**src/rtl/seq6_monitor.sv**
```systemverilog
// rtl/seq6_monitor.sv - tracks a 6-state JK counter sequence, counts cycles, flags faults
// Outputs are registered and reflect the cnt_in sampled at the same edge.
module seq6_monitor (
  input  logic       clk,
  input  logic       clear,
  input  logic [2:0] cnt_in,
  input  logic       err_clr,
  output logic [2:0] pos,
  output logic       pos_valid,
  output logic       wrap_pulse,
  output logic [7:0] cycles,
  output logic       err,
  output logic [1:0] err_code
);

  typedef enum logic [1:0] {
    ST_ACQUIRE = 2'd0,
    ST_LOCKED  = 2'd1,
    ST_FAULT   = 2'd2
  } state_t;

  state_t     r_state;
  logic [2:0] r_prev;
  logic [2:0] r_pos;
  logic       r_pos_valid;
  logic       r_wrap_pulse;
  logic [7:0] r_cycles;
  logic       r_err;
  logic [1:0] r_err_code;

  logic       w_legal;
  logic [2:0] w_idx;
  logic [2:0] w_succ;
  logic       w_wrap;

  always_comb begin
    w_legal = 1'b1;
    w_idx   = 3'd0;
    case (cnt_in)
      3'b000:  w_idx = 3'd0;
      3'b010:  w_idx = 3'd1;
      3'b011:  w_idx = 3'd2;
      3'b110:  w_idx = 3'd3;
      3'b101:  w_idx = 3'd4;
      3'b001:  w_idx = 3'd5;
      default: w_legal = 1'b0;
    endcase
  end

  // prev is always a legal code while LOCKED, so the default arm only covers 001->000
  always_comb begin
    case (r_prev)
      3'b000:  w_succ = 3'b010;
      3'b010:  w_succ = 3'b011;
      3'b011:  w_succ = 3'b110;
      3'b110:  w_succ = 3'b101;
      3'b101:  w_succ = 3'b001;
      default: w_succ = 3'b000;
    endcase
  end

  assign w_wrap = (r_prev == 3'b001) && (cnt_in == 3'b000);

  always_ff @(posedge clk or negedge clear) begin
    if (!clear) begin
      r_state      <= ST_ACQUIRE;
      r_prev       <= 3'b000;
      r_pos        <= 3'd0;
      r_pos_valid  <= 1'b0;
      r_wrap_pulse <= 1'b0;
      r_cycles     <= 8'd0;
      r_err        <= 1'b0;
      r_err_code   <= 2'b00;
    end else begin
      r_prev       <= cnt_in;
      r_wrap_pulse <= 1'b0;
      case (r_state)
        ST_ACQUIRE: begin
          if (!w_legal) begin
            r_state     <= ST_FAULT;
            r_err       <= 1'b1;
            r_err_code  <= 2'b10;
            r_pos_valid <= 1'b0;
          end else if (cnt_in == 3'b000) begin
            r_state     <= ST_LOCKED;
            r_pos       <= 3'd0;
            r_pos_valid <= 1'b1;
          end else begin
            r_pos_valid <= 1'b0;
          end
        end
        ST_LOCKED: begin
          if (!w_legal) begin
            r_state     <= ST_FAULT;
            r_err       <= 1'b1;
            r_err_code  <= 2'b10;
            r_pos_valid <= 1'b0;
          end else if (cnt_in == w_succ) begin
            r_pos       <= w_idx;
            r_pos_valid <= 1'b1;
            if (w_wrap) begin
              r_wrap_pulse <= 1'b1;
              if (r_cycles != 8'hff) r_cycles <= r_cycles + 8'd1;
            end
          end else begin
            r_state     <= ST_FAULT;
            r_err       <= 1'b1;
            r_err_code  <= 2'b01;
            r_pos_valid <= 1'b0;
          end
        end
        ST_FAULT: begin
          r_pos_valid <= 1'b0;
          if (err_clr) begin
            r_state    <= ST_ACQUIRE;
            r_err      <= 1'b0;
            r_err_code <= 2'b00;
          end
        end
        default: begin
          r_state     <= ST_ACQUIRE;
          r_pos_valid <= 1'b0;
        end
      endcase
    end
  end

  assign pos        = r_pos;
  assign pos_valid  = r_pos_valid;
  assign wrap_pulse = r_wrap_pulse;
  assign cycles     = r_cycles;
  assign err        = r_err;
  assign err_code   = r_err_code;

endmodule

```
**config.mk**
```make
export PLATFORM = sky130hd
export DESIGN_NAME = seq6_monitor
export DESIGN_NICKNAME = d
export VERILOG_FILES = /design/src/rtl/seq6_monitor.sv
export SDC_FILE = /design/constraint.sdc
export NUM_CORES = 1
export LEC_CHECK = 0
export CORE_ASPECT_RATIO = 0.9
export CORE_UTILIZATION = 40
export CTS_CLUSTER_DIAMETER = 60
export DETAILED_ROUTE_END_ITERATION = 8
export PLACE_DENSITY_LB_ADDON = 0.12
export REMOVE_ABC_BUFFERS = 1
export SYNTH_ARGS = -nofsm -noshare
export SYNTH_HDL_FRONTEND = slang
export SYNTH_SLANG_ARGS = --single-unit
```
**constraint.sdc**
```tcl
create_clock -name clk -period 4.3 [get_ports clk]
set_input_delay 1.29 -clock clk [delete_from_list [all_inputs] [get_ports clk]]
set_output_delay 1.29 -clock clk [all_outputs]
set_load 0.03 [all_outputs]
```
### Yosys cells after proc, flatten, opt, wreduce, memory -nomap -nowiden

Cells that the tools add are included.

* add/subtract/negate cells: 1
* $mul: 0
* div/mod/pow operators: 0
* order comparisons: 0
* eq/ne operators: 22
* shift operators: 0
* multiplexer cells: 32
* bitwise operators: 0
* reductions and logical operators: 11

Operators with widths (number)
* $pmux 3 s5: 2
* $mux 2: 8
* $mux 1: 13
* $eq 3x2->1 const B: 4
* $eq 3x3->1 const B: 4
* $mux 3: 4
* $ne 2x2->1 const B: 6
* $pmux 2 s3: 2
* $reduce_and 5->1: 2
* $add 8x1->8 const B: 1
* $ne 8x8->1 const B: 1
* $eq 3x1->1 const B: 2
* $logic_not 3->1: 2
* $ne 3x3->1 const B: 2
* $pmux 3 s2: 1
* $reduce_or 6->1: 1
* $reduce_and 4->1: 1
* $eq 3x3->1: 1
* $pmux 1 s3: 1
* $reduce_and 3->1: 1
* $reduce_bool 3->1: 1
* $eq 2x1->1 const B: 1
* $eq 2x2->1 const B: 1
* $logic_not 2->1: 1
* 3 further kinds: 3

* register bits after elaboration: 21
* bits in latches: 0
* memory bits (writable): 0
* ROM bits: 0
* input port bits: 6
* output and inout port bits: 16
* word-level logic and storage cells: 74
* memories: 0

### Depth between registers and ports, before layout

Gate-level depths: netlist (run 1).

* depth in word-level cells: 6
* depth in mapped cells: 6
* mapped depth without buffers: 6

### Worst setup path before layout (run 1)

No wires, ideal clock.

* path kind: in2reg
* from: input port cnt_in[0]
* to: register r_pos[1], in the netlist pos[1]
* setup time: 0.125 ns
* data arrival time: 2.780 ns
* required time: 4.175 ns
* slack: 1.395 ns
* stages on the path: 6
* buffers on the path: 1
* path through: buf_6 or4b_4 o221ai_4 nand2_4 a311oi_4 mux2_4

* word-level cells in the longest chain between the ends: 5
* elaborated cells on any way between the ends: 18
* those cells by class: eq/ne (10); mux (5); reduce/logical (3)

Ends and longest elaborated chain
* start, declared: line 6 `input logic [2:0] cnt_in,`
* $eq 3x1->1 (tied with other cells): line 39 `case (cnt_in)`
* $pmux 3 s5 or $reduce_or 6->1 (tied branches)
* $mux 3 or $mux 1 (tied branches): line 98, 39
* $mux 3 or $ne 2x2->1 (tied branches)
* $pmux 3 s2 or $reduce_and 5->1 (tied branches)
* end signal, assigned: line 99 `r_pos <= w_idx;`
* end, declared: line 24 `logic [2:0] r_pos;`

Several ways; a longest one is shown, not always the timed one. The select of a mux whose other input is x is not followed.
A chain may end at the register's enable or synchronous reset.

### Worst setup path after layout (run 1)

* from: input port cnt_in[2]
* to: register r_pos[2], in the netlist pos[2]

The elaborated chain is that of the path after synthesis.

==> run_results.csv, run 1 <==
group,metric,value,unit
floorplanning,core.rowCount,19,
drt,drtPass1Iterations,4,
critical_path,crit_path_start_kind,"input pin",
clocking,htree_levels,1,
synthesis,synth_adder_area_share,3.88,%
synthesis,synth_seq_cells,21,
finish,final_cell_mix,"dfrtp_1 (21), clkdlybuf4s50_1 (21), inv_1 (9)",
min_path,whs_path_depth,1,
sta,final-hold-violation-count,0,
finish,areaGrowthSynthToFinish,19.5,%
synthesis,ys_seq_area_share,40.8,%
finish,num-fill-cells,295,
placed_design,gp_congestion,0.777,
sta,clock-skew-final,0.0138,ns
clocking,root_buffer,"clkbuf_4",
sta,timing.final.crit_share,77.7,%
drt,viasPerCell,5.35,
global_route,gr-usage-all-layers,16.4,%
synthesis,post-synth-top-area-fraction,40.8,%
floorplanning,die_x,61.8,um
global_route,grt_overflow_total,0,
global_route,grt_start_max_net_pins,22,
clocking,cts_resized,0,
drt,wirelength,2480,um
synthesis,synth_area_leaders,"dfrtp_1 (41%), xnor2_1 (4.1%), ha_1 (3.9%), inv_1 (2.6%), nand4_1 (2.4%)",
critical_path,regToRegStartpoint,"r_state[1]$_DFFE_PN0P_",
global_route,antenna_found_initial,0,
critical_path,endpoint_kind,"register",
placed_design,post-place-ws,0.617,ns
global_route,grtUsageMet2,22.6,%
critical_path,cp.required,4.50,ns
clocking,cts_tree,"yes",
critical_path,path_class,"in -> reg",
clocking,hold_buffers,0,
floorplanning,die-area,3450,sq um
global_route,use_met3,4.88,%
clocking,cts_setup_buffers,0,
sta,setup_viol,0,
synthesis,netlist_instances,118,
floorplanning,die_h,55.9,um
drt,drc,0,
min_path,worstHoldStart,"cycles[4]$_DFFE_PN0P_",
synthesis,synth_xor_area_share,5.44,%
clocking,cts_buffers,3,
floorplanning,floorplan.initialDensity,42.0,%
synthesis,synth_area,1290,sq um
min_path,hold_end,"cycles[4]$_DFFE_PN0P_",
run,cap_violations,0,
sta,period_minus_slack,3.34,ns
sta,rsz0062_at_grt,"no",
sta,fin_ws,0.960,ns
synthesis,synth_top_family_by_area,"simple AND/OR/NAND/NOR gates",
power_and_ir_drop,leakage,0.000653,uW
synthesis,synth_compound_area_share,17.2,%
power_and_ir_drop,powerDensity,422,nW/um^2
critical_path,reg2reg_setup_slack,2.13,ns
synthesis,syn_avg_cell_area,10.9,sq um
critical_path,ff2ff_path_depth,5,
min_path,hp-class,"reg -> reg",
placed_design,portBuffers,21,
sta,final.setup.tns,0,ns
global_route,use_met1,25.5,%
synthesis,yosysTopAreaCell,"dfrtp_1",
synthesis,synth.area.mux_share,3.98,%
sta,max_slew_margin,35.9,%
sta,final_max_slew_viol_count,0,
synthesis,yosysUniqueCellTypes,50,
placed_design,dp_hpwl,1840,um
critical_path,crit_fanout,16,
floorplanning,core,3070,sq um
sta,tightest_slew,0.959,ns
sta,timing.fmax,299,MHz
drt,vias,974,
clocking,insertion_delay,0.31,ns
power_and_ir_drop,ir_worst_vdd,0.000171,V
drt,post_drt_wl_per_cell,13.6,um
drt,final_antenna_net_count,0,
finish,fin_nets,151,
clocking,cts.sink_count,21,
clocking,clock_path_buffers,2,
finish,antenna-diode-count,0,
critical_path,r2r_end,"cycles[1]$_DFFE_PN0P_",
synthesis,yosys_warnings,0,
global_route,grt-busiest-layer,"met1",
synthesis,yosys.area_share.simple,23.1,%
critical_path,critical_path_arrival,3.54,ns
global_route,grt_pass1_wl,4170,um
global_route,grt_pass1_vias,885,
clocking,cts.clk_slew.worst_paths,0.11,ns
finish,drive_gt1_share,16.4,%
drt,drtIter0Drc,60,
status,status,"completed",
floorplanning,ios,22,
## layer usage
layer  share of wire, %  up-vias
met5                  0        -
met2                 44       27
met4               0.57        0
li1                   -      479
met3                4.8        2
met1                 51      466
## cell type report
cell class / instances / area (sq um) / share of cell area [%]
Timing Repair Buffer: 21 / 210 / 13.6
Clock inverter: 1 / 5.00 / 0.325
Sequential cell: 21 / 526 / 34.1
Inverter: 9 / 33.8 / 2.19
Clock buffer: 3 / 22.5 / 1.46
Multi-Input combinational cell: 85 / 691 / 44.8
Tap cell: 42 / 52.6 / 3.41
## logic make-up after synthesis
family / Yosys count
compound gates: 22
xor+xnor: 8
fa+ha+maj: 4
buf+inv: 12
flops: 21
mux: 4
simple gates: 47
## worst max path at each step
stage	startpoint	end	slack, ns	depth (start not counted)
global route	cnt_in[2]	pos[1]$_DFFE_PN0P_	0.88	6
finish	cnt_in[2]	pos[2]$_DFFE_PN0P_	0.96	6
global placement	cnt_in[2]	pos[1]$_DFFE_PN0P_	0.69	6
floorplan	cnt_in[2]	pos[1]$_DFFE_PN0P_	1.48	5
detailed placement	cnt_in[2]	pos[2]$_DFFE_PN0P_	0.62	6
CTS	cnt_in[2]	pos[2]$_DFFE_PN0P_	0.97	6
## cell usage after synthesis, drive strengths merged
cell,number
or2,2
o41a,1
buf,1
a41oi,2
or4b,2
xnor2,6
or3b,3
nand4,5
nand2,7
nand3,2
o32a,1
or2b,1
nand4b,1
a31o,1
clkbuf,2
nor2,5
and3,3
nand3b,2
nor4b,1
mux2,3
o22ai,1
o21a,1
a311oi,2
mux2i,1
nor4,1
inv,9
o211a,1
o221ai,2
nor3,3
and2,2
nor2b,3
nand2b,4
xor2,2
dfrtp,21
o21ai,5
a21oi,3
a221o,1
o221a,1
ha,4
## stage by stage
stage	total power [uW]	instances	area (sq um)	util, %	hold slack (ns)
2_1_floorplan	467	115	1250	-	0.497
3_3_place_gp	552	178	1510	49.3	0.476
3_5_place_dp	558	178	1510	49.3	0.479
4_1_cts	658	182	1540	50.2	0.501
5_1_grt	706	182	1540	50.2	0.519
6_report	651	182	1540	50.2	0.494
## flip-flops by register name, summed over array words and instances (netlist names)
| name | count |
|---|---|
| r_state | 2 |
| wrap_pulse | 1 |
| err | 1 |
| pos_valid | 1 |
| r_prev | 3 |
| pos | 3 |
| err_code | 2 |
| cycles | 8 |
## critical path, cell delays in order
cell             delay (ns)
clkdlybuf4s50_1        0.65
or3b_2                 0.58
a21oi_2                0.17
o21ai_2                0.11
a311oi_4               0.40
mux2_4                 0.33
## report_power, final
part           internal (uW)  leakage (uW)  switching, uW
Clock                   34.7     0.0000177           62.9
Combinational            136      0.000364            167
Sequential               227      0.000271           23.0
Note: power is estimated with default switching activity, not from simulation.
==> run 2, diff against run 1 <==
==> constraint.sdc (replaced) <==
create_clock -name clk -period 3.36 [get_ports clk]
set_input_delay 1.008 -clock clk [delete_from_list [all_inputs] [get_ports clk]]
set_output_delay 1.008 -clock clk [all_outputs]
set_load 0.03 [all_outputs]
==> run_results.csv, run 2 (synthesized netlist as in run 1, its figures left out) <==
group,metric,value,unit
global_route,grt_overflow_total,0,
critical_path,crit_buf_inv,1,
power_and_ir_drop,ir_worst_vdd,0.000271,V
clocking,hold_buffers,0,
clocking,cts_setup_buffers,0,
drt,drtIter0Drc,26,
finish,antenna-diode-count,0,
sta,timing.final.crit_share,89.0,%
finish,fin_nets,155,
clocking,cts.clk_slew.worst_paths,0.12,ns
floorplanning,core,3070,sq um
min_path,hp-class,"reg -> reg",
sta,period_minus_slack,2.99,ns
critical_path,crit_path_cell_trace,"clkdlybuf4s50_1 -> or3b_2 -> a21oi_2 -> o21ai_2 -> a311oi_4 -> mux2_4",
drt,final_antenna_net_count,0,
critical_path,endpoint_kind,"register",
critical_path,crit_fanout,13,
critical_path,cp_top_family,"buffers and inverters",
finish,final_cell_mix,"dfrtp_1 (21), clkdlybuf4s50_1 (21), inv_1 (9)",
sta,final.setup.tns,0,ns
sta,max_slew_margin,64.6,%
sta,tightest_slew,0.531,ns
clocking,clock_path_buffers,2,
floorplanning,core.rowCount,19,
global_route,gr-usage-all-layers,15.6,%
floorplanning,die_h,55.9,um
global_route,antenna_found_initial,0,
sta,final_max_slew_viol_count,0,
floorplanning,floorplan.initialDensity,42.0,%
placed_design,gp_congestion,0.821,
critical_path,critical_path_arrival,3.19,ns
drt,post_drt_wl_per_cell,13.2,um
sta,rsz0062_at_grt,"no",
clocking,cts_resized,0,
clocking,cts_buffers,3,
run,cap_violations,0,
finish,final_area,1570,sq um
global_route,grt_pass1_wl,4020,um
clocking,root_buffer,"clkbuf_4",
floorplanning,die_x,61.8,um
global_route,grt_pass1_vias,861,
clocking,cts_tree,"yes",
critical_path,path_class,"in -> reg",
sta,final-hold-violation-count,0,
clocking,insertion_delay,0.30,ns
critical_path,slowest_stage,"clkdlybuf4s50_1",
drt,drtPass1Iterations,6,
sta,clock-skew-final,0.00585,ns
critical_path,crit_path_start_kind,"input pin",
critical_path,cp.required,3.56,ns
drt,drc,0,
finish,drive_gt1_share,18.8,%
floorplanning,ios,22,
drt,vias,970,
power_and_ir_drop,powerDensity,529,nW/um^2
sta,setup_viol,0,
clocking,cts.sink_count,21,
floorplanning,die-area,3450,sq um
finish,num-fill-cells,273,
power_and_ir_drop,leakage,0.000673,uW
placed_design,dp_hpwl,1850,um
drt,viasPerCell,5.22,
drt,wirelength,2450,um
global_route,grt_start_max_net_pins,22,
sta,timing.fmax,335,MHz
status,status,"completed",
finish,areaGrowthSynthToFinish,21.8,%
placed_design,placed_area,1540,sq um
critical_path,crit_path_max_incr_delay,0.69,ns
placed_design,portBuffers,21,
finish,largest_reg_flops,8,
clocking,htree_levels,1,
## run 2: cell types whose count changed in the layout (fill, tap and decap cells not counted), sizes merged
| cell | change |
|---|---|
| buf | +4 |
## run 2: metal layers
| layer | vias to the layer above | part of all wire, % | GRT usage [%] |
|---|---|---|---|
| li1 | 485 | - | - |
| met1 | 459 | 50 | 24.1 |
| met2 | 24 | 44 | 21.8 |
| met3 | 2 | 4.6 | 4.19 |
| met4 | 0 | 0.49 | 2.86 |
| met5 | - | 0 | 0 |
## run 2: per-stage QoR
stage	setup WS (ns)	total power, uW	util, %	instances	hold slack [ns]
finish	0.371	831	51.2	186	0.493
global route	0.319	898	51.2	186	0.508
CTS	0.391	844	51.2	186	0.497
detailed placement	0.0410	718	50.3	182	0.479
global placement	0.0973	710	50.3	182	0.476
floorplan	0.819	597	-	115	0.497
## run 2: area by class of cell
| type | instances | area [sq um] | area share, % |
|---|---|---|---|
| sequential | 21 | 526 | 33.5 |
| clock buffer | 3 | 22.5 | 1.43 |
| tap | 42 | 52.6 | 3.35 |
| multi-input combinational | 85 | 691 | 44.0 |
| clock inverter | 1 | 5.00 | 0.319 |
| timing repair buffer | 25 | 240 | 15.3 |
| inverter | 9 | 33.8 | 2.15 |
## run 2: report_power, final
group | internal [uW] | switching, uW
logic | 176 | 215
registers | 290 | 28.2
clock network | 44.4 | 77.4
total | 511 | 320
## run 2: worst paths after layout
| check | start | end | cells after the start | slack (ns) |
|---|---|---|---|---|
| max reg2reg | r_state[1]$_DFFE_PN0P_ | cycles[1]$_DFFE_PN0P_ | 5 | 1.16 |
| min reg2reg | cycles[4]$_DFFE_PN0P_ | cycles[4]$_DFFE_PN0P_ | 1 | 0.49 |
| max | cnt_in[0] | pos[1]$_DFFE_PN0P_ | 6 | 0.37 |
| min in group asynchronous | clear | err_code[1]$_DFFE_PN0P_ | 2 | 1.03 |
| max in group asynchronous | clear | r_prev[0]$_DFF_PN0_ | 2 | 2.11 |
| min | cycles[4]$_DFFE_PN0P_ | cycles[4]$_DFFE_PN0P_ | 1 | 0.49 |
==> run 3, diff against run 2 <==
--- a/config.mk
+++ b/config.mk
@@ -9,7 +9,8 @@
 export CORE_UTILIZATION = 40
 export CTS_CLUSTER_DIAMETER = 60
 export DETAILED_ROUTE_END_ITERATION = 8
-export PLACE_DENSITY_LB_ADDON = 0.12
+export GPL_ROUTABILITY_DRIVEN = 0
+export PLACE_DENSITY = 0.65
 export REMOVE_ABC_BUFFERS = 1
 export SYNTH_ARGS = -nofsm -noshare
 export SYNTH_HDL_FRONTEND = slang
==> run_results.csv, run 3 (synthesized netlist as in run 1, its figures left out) <==
group,metric,value,unit
finish,multi_input_area,691,sq um
critical_path,ff2ff_path_depth,5,
drt,drtPass1Iterations,4,
power_and_ir_drop,powerDensity,528,nW/um^2
global_route,grt_pass1_wl,4460,um
critical_path,path_class,"in -> reg",
floorplanning,core,3070,sq um
power_and_ir_drop,p_int,515,uW
critical_path,crit_fanout,11,
drt,wirelength,2510,um
clocking,root_buffer,"clkbuf_4",
critical_path,crit_path_start_kind,"input pin",
sta,final-hold-violation-count,0,
global_route,grt_overflow_total,0,
finish,final_area,1580,sq um
finish,post-route-util,51.4,%
power_and_ir_drop,seqPwrFrac,38.2,%
floorplanning,die_x,61.8,um
sta,setup_viol,0,
placed_design,portBuffers,21,
clocking,clock_path_buffers,2,
drt,post_drt_wl_per_cell,13.4,um
power_and_ir_drop,swShare,38.1,%
min_path,hp-class,"reg -> reg",
power_and_ir_drop,net-switching-power,317,uW
floorplanning,die-area,3450,sq um
finish,fin_nets,156,
finish,final_cell_mix,"dfrtp_1 (21), clkdlybuf4s50_1 (21), inv_1 (9)",
sta,period_minus_slack,2.94,ns
clocking,cts.sink_count,21,
power_and_ir_drop,clkPwrFrac,14.5,%
floorplanning,ios,22,
clocking,cts_tree,"yes",
finish,antenna-diode-count,0,
drt,drc,0,
power_and_ir_drop,ir_worst_vdd,0.000275,V
finish,regArea,526,sq um
sta,final_max_slew_viol_count,0,
finish,areaGrowthSynthToFinish,22.3,%
drt,final_antenna_net_count,0,
run,cap_violations,0,
clocking,htree_levels,1,
drt,vias,1007,
clocking,hold_buffers,0,
drt,viasPerCell,5.39,
finish,num-fill-cells,282,
sta,timing.final.crit_share,87.4,%
sta,rsz0062_at_grt,"no",
sta,tightest_slew,0.487,ns
sta,max_slew_margin,67.5,%
critical_path,reg2reg_setup_slack,1.21,ns
critical_path,cp.required,3.56,ns
power_and_ir_drop,power,833,uW
power_and_ir_drop,leakage,0.000675,uW
placed_design,dp_hpwl,1900,um
critical_path,endpoint_kind,"register",
critical_path,r2r_end,"cycles[1]$_DFFE_PN0P_",
min_path,whs_path_depth,1,
global_route,grt_start_max_net_pins,22,
critical_path,critical_path_arrival,3.13,ns
clocking,cts_setup_buffers,0,
clocking,cts_resized,0,
min_path,hold_end,"cycles[4]$_DFFE_PN0P_",
sta,timing.fmax,341,MHz
min_path,worstHoldStart,"cycles[4]$_DFFE_PN0P_",
global_route,antenna_found_initial,0,
status,status,"completed",
sta,final.setup.tns,0,ns
global_route,gr-usage-all-layers,16.8,%
clocking,cts_buffers,3,
placed_design,placed_area,1550,sq um
clocking,cts.clk_slew.worst_paths,0.11,ns
critical_path,regToRegStartpoint,"r_state[1]$_DFFE_PN0P_",
floorplanning,core.rowCount,19,
finish,drive_gt1_share,18.6,%
sta,clock-skew-final,0.00300,ns
finish,largest_reg_flops,8,
floorplanning,die_h,55.9,um
floorplanning,floorplan.initialDensity,42.0,%
clocking,insertion_delay,0.30,ns
drt,drtIter0Drc,28,
power_and_ir_drop,combPwrFrac,47.3,%
global_route,grt_pass1_vias,999,
==> run 3: cell count changes in the layout (fill, tap and decap cells not counted) <==
cell,change
buf_4,+1
clkbuf_1,+1
clkinv_2,-1
==> run 3: cell type report <==
class	instances	area share, %
Clock buffer	4	1.67
Multi-Input combinational cell	85	43.8
Inverter	9	2.14
Tap cell	42	3.33
Timing Repair Buffer	26	15.7
Sequential cell	21	33.3
==> run 3: power groups by stage <==
stage / combinational (uW) / sequential (uW) / clock [uW]
2_1_floorplan: 228 / 369 / 0
3_3_place_gp: 386 / 322 / 0
3_5_place_dp: 393 / 324 / 0
4_1_cts: 395 / 319 / 127
5_1_grt: 432 / 324 / 134
6_report: 394 / 318 / 121
==> run 3: worst max-delay path, stage by stage <==
cell and delay [ns]:
clkdlybuf4s50_1 0.63, or3b_2 0.49, a21oi_2 0.17, o21ai_2 0.11, a311oi_4 0.39, mux2_4 0.33
==> run 3: stage by stage <==
stage	instances	setup WS (ns)	hold WS, ns
2_1_floorplan	115	0.819	0.497
3_3_place_gp	183	0.155	0.478
3_5_place_dp	183	0.101	0.483
4_1_cts	187	0.424	0.506
5_1_grt	187	0.339	0.519
6_report	187	0.425	0.500
==> run 3: layer usage <==
layer | routed length [um] | track usage (%) | up-vias
met1 | 1210 | 23.0 | 493
met3 | 116 | 4.19 | 2
met4 | 17 | 2.54 | 0
met5 | 0 | 0 | -
met2 | 1170 | 27.2 | 26
li1 | - | - | 486
==> run 3: worst max path at each step <==
stage	start	endpoint	slack, ns	cells past startpoint
finish	cnt_in[0]	pos[2]$_DFFE_PN0P_	0.42	6
global route	cnt_in[0]	pos[2]$_DFFE_PN0P_	0.34	6
CTS	cnt_in[0]	pos[2]$_DFFE_PN0P_	0.42	6
detailed placement	cnt_in[0]	pos[2]$_DFFE_PN0P_	0.10	6
global placement	cnt_in[0]	pos[2]$_DFFE_PN0P_	0.16	6
floorplan	cnt_in[2]	pos[1]$_DFFE_PN0P_	0.82	5
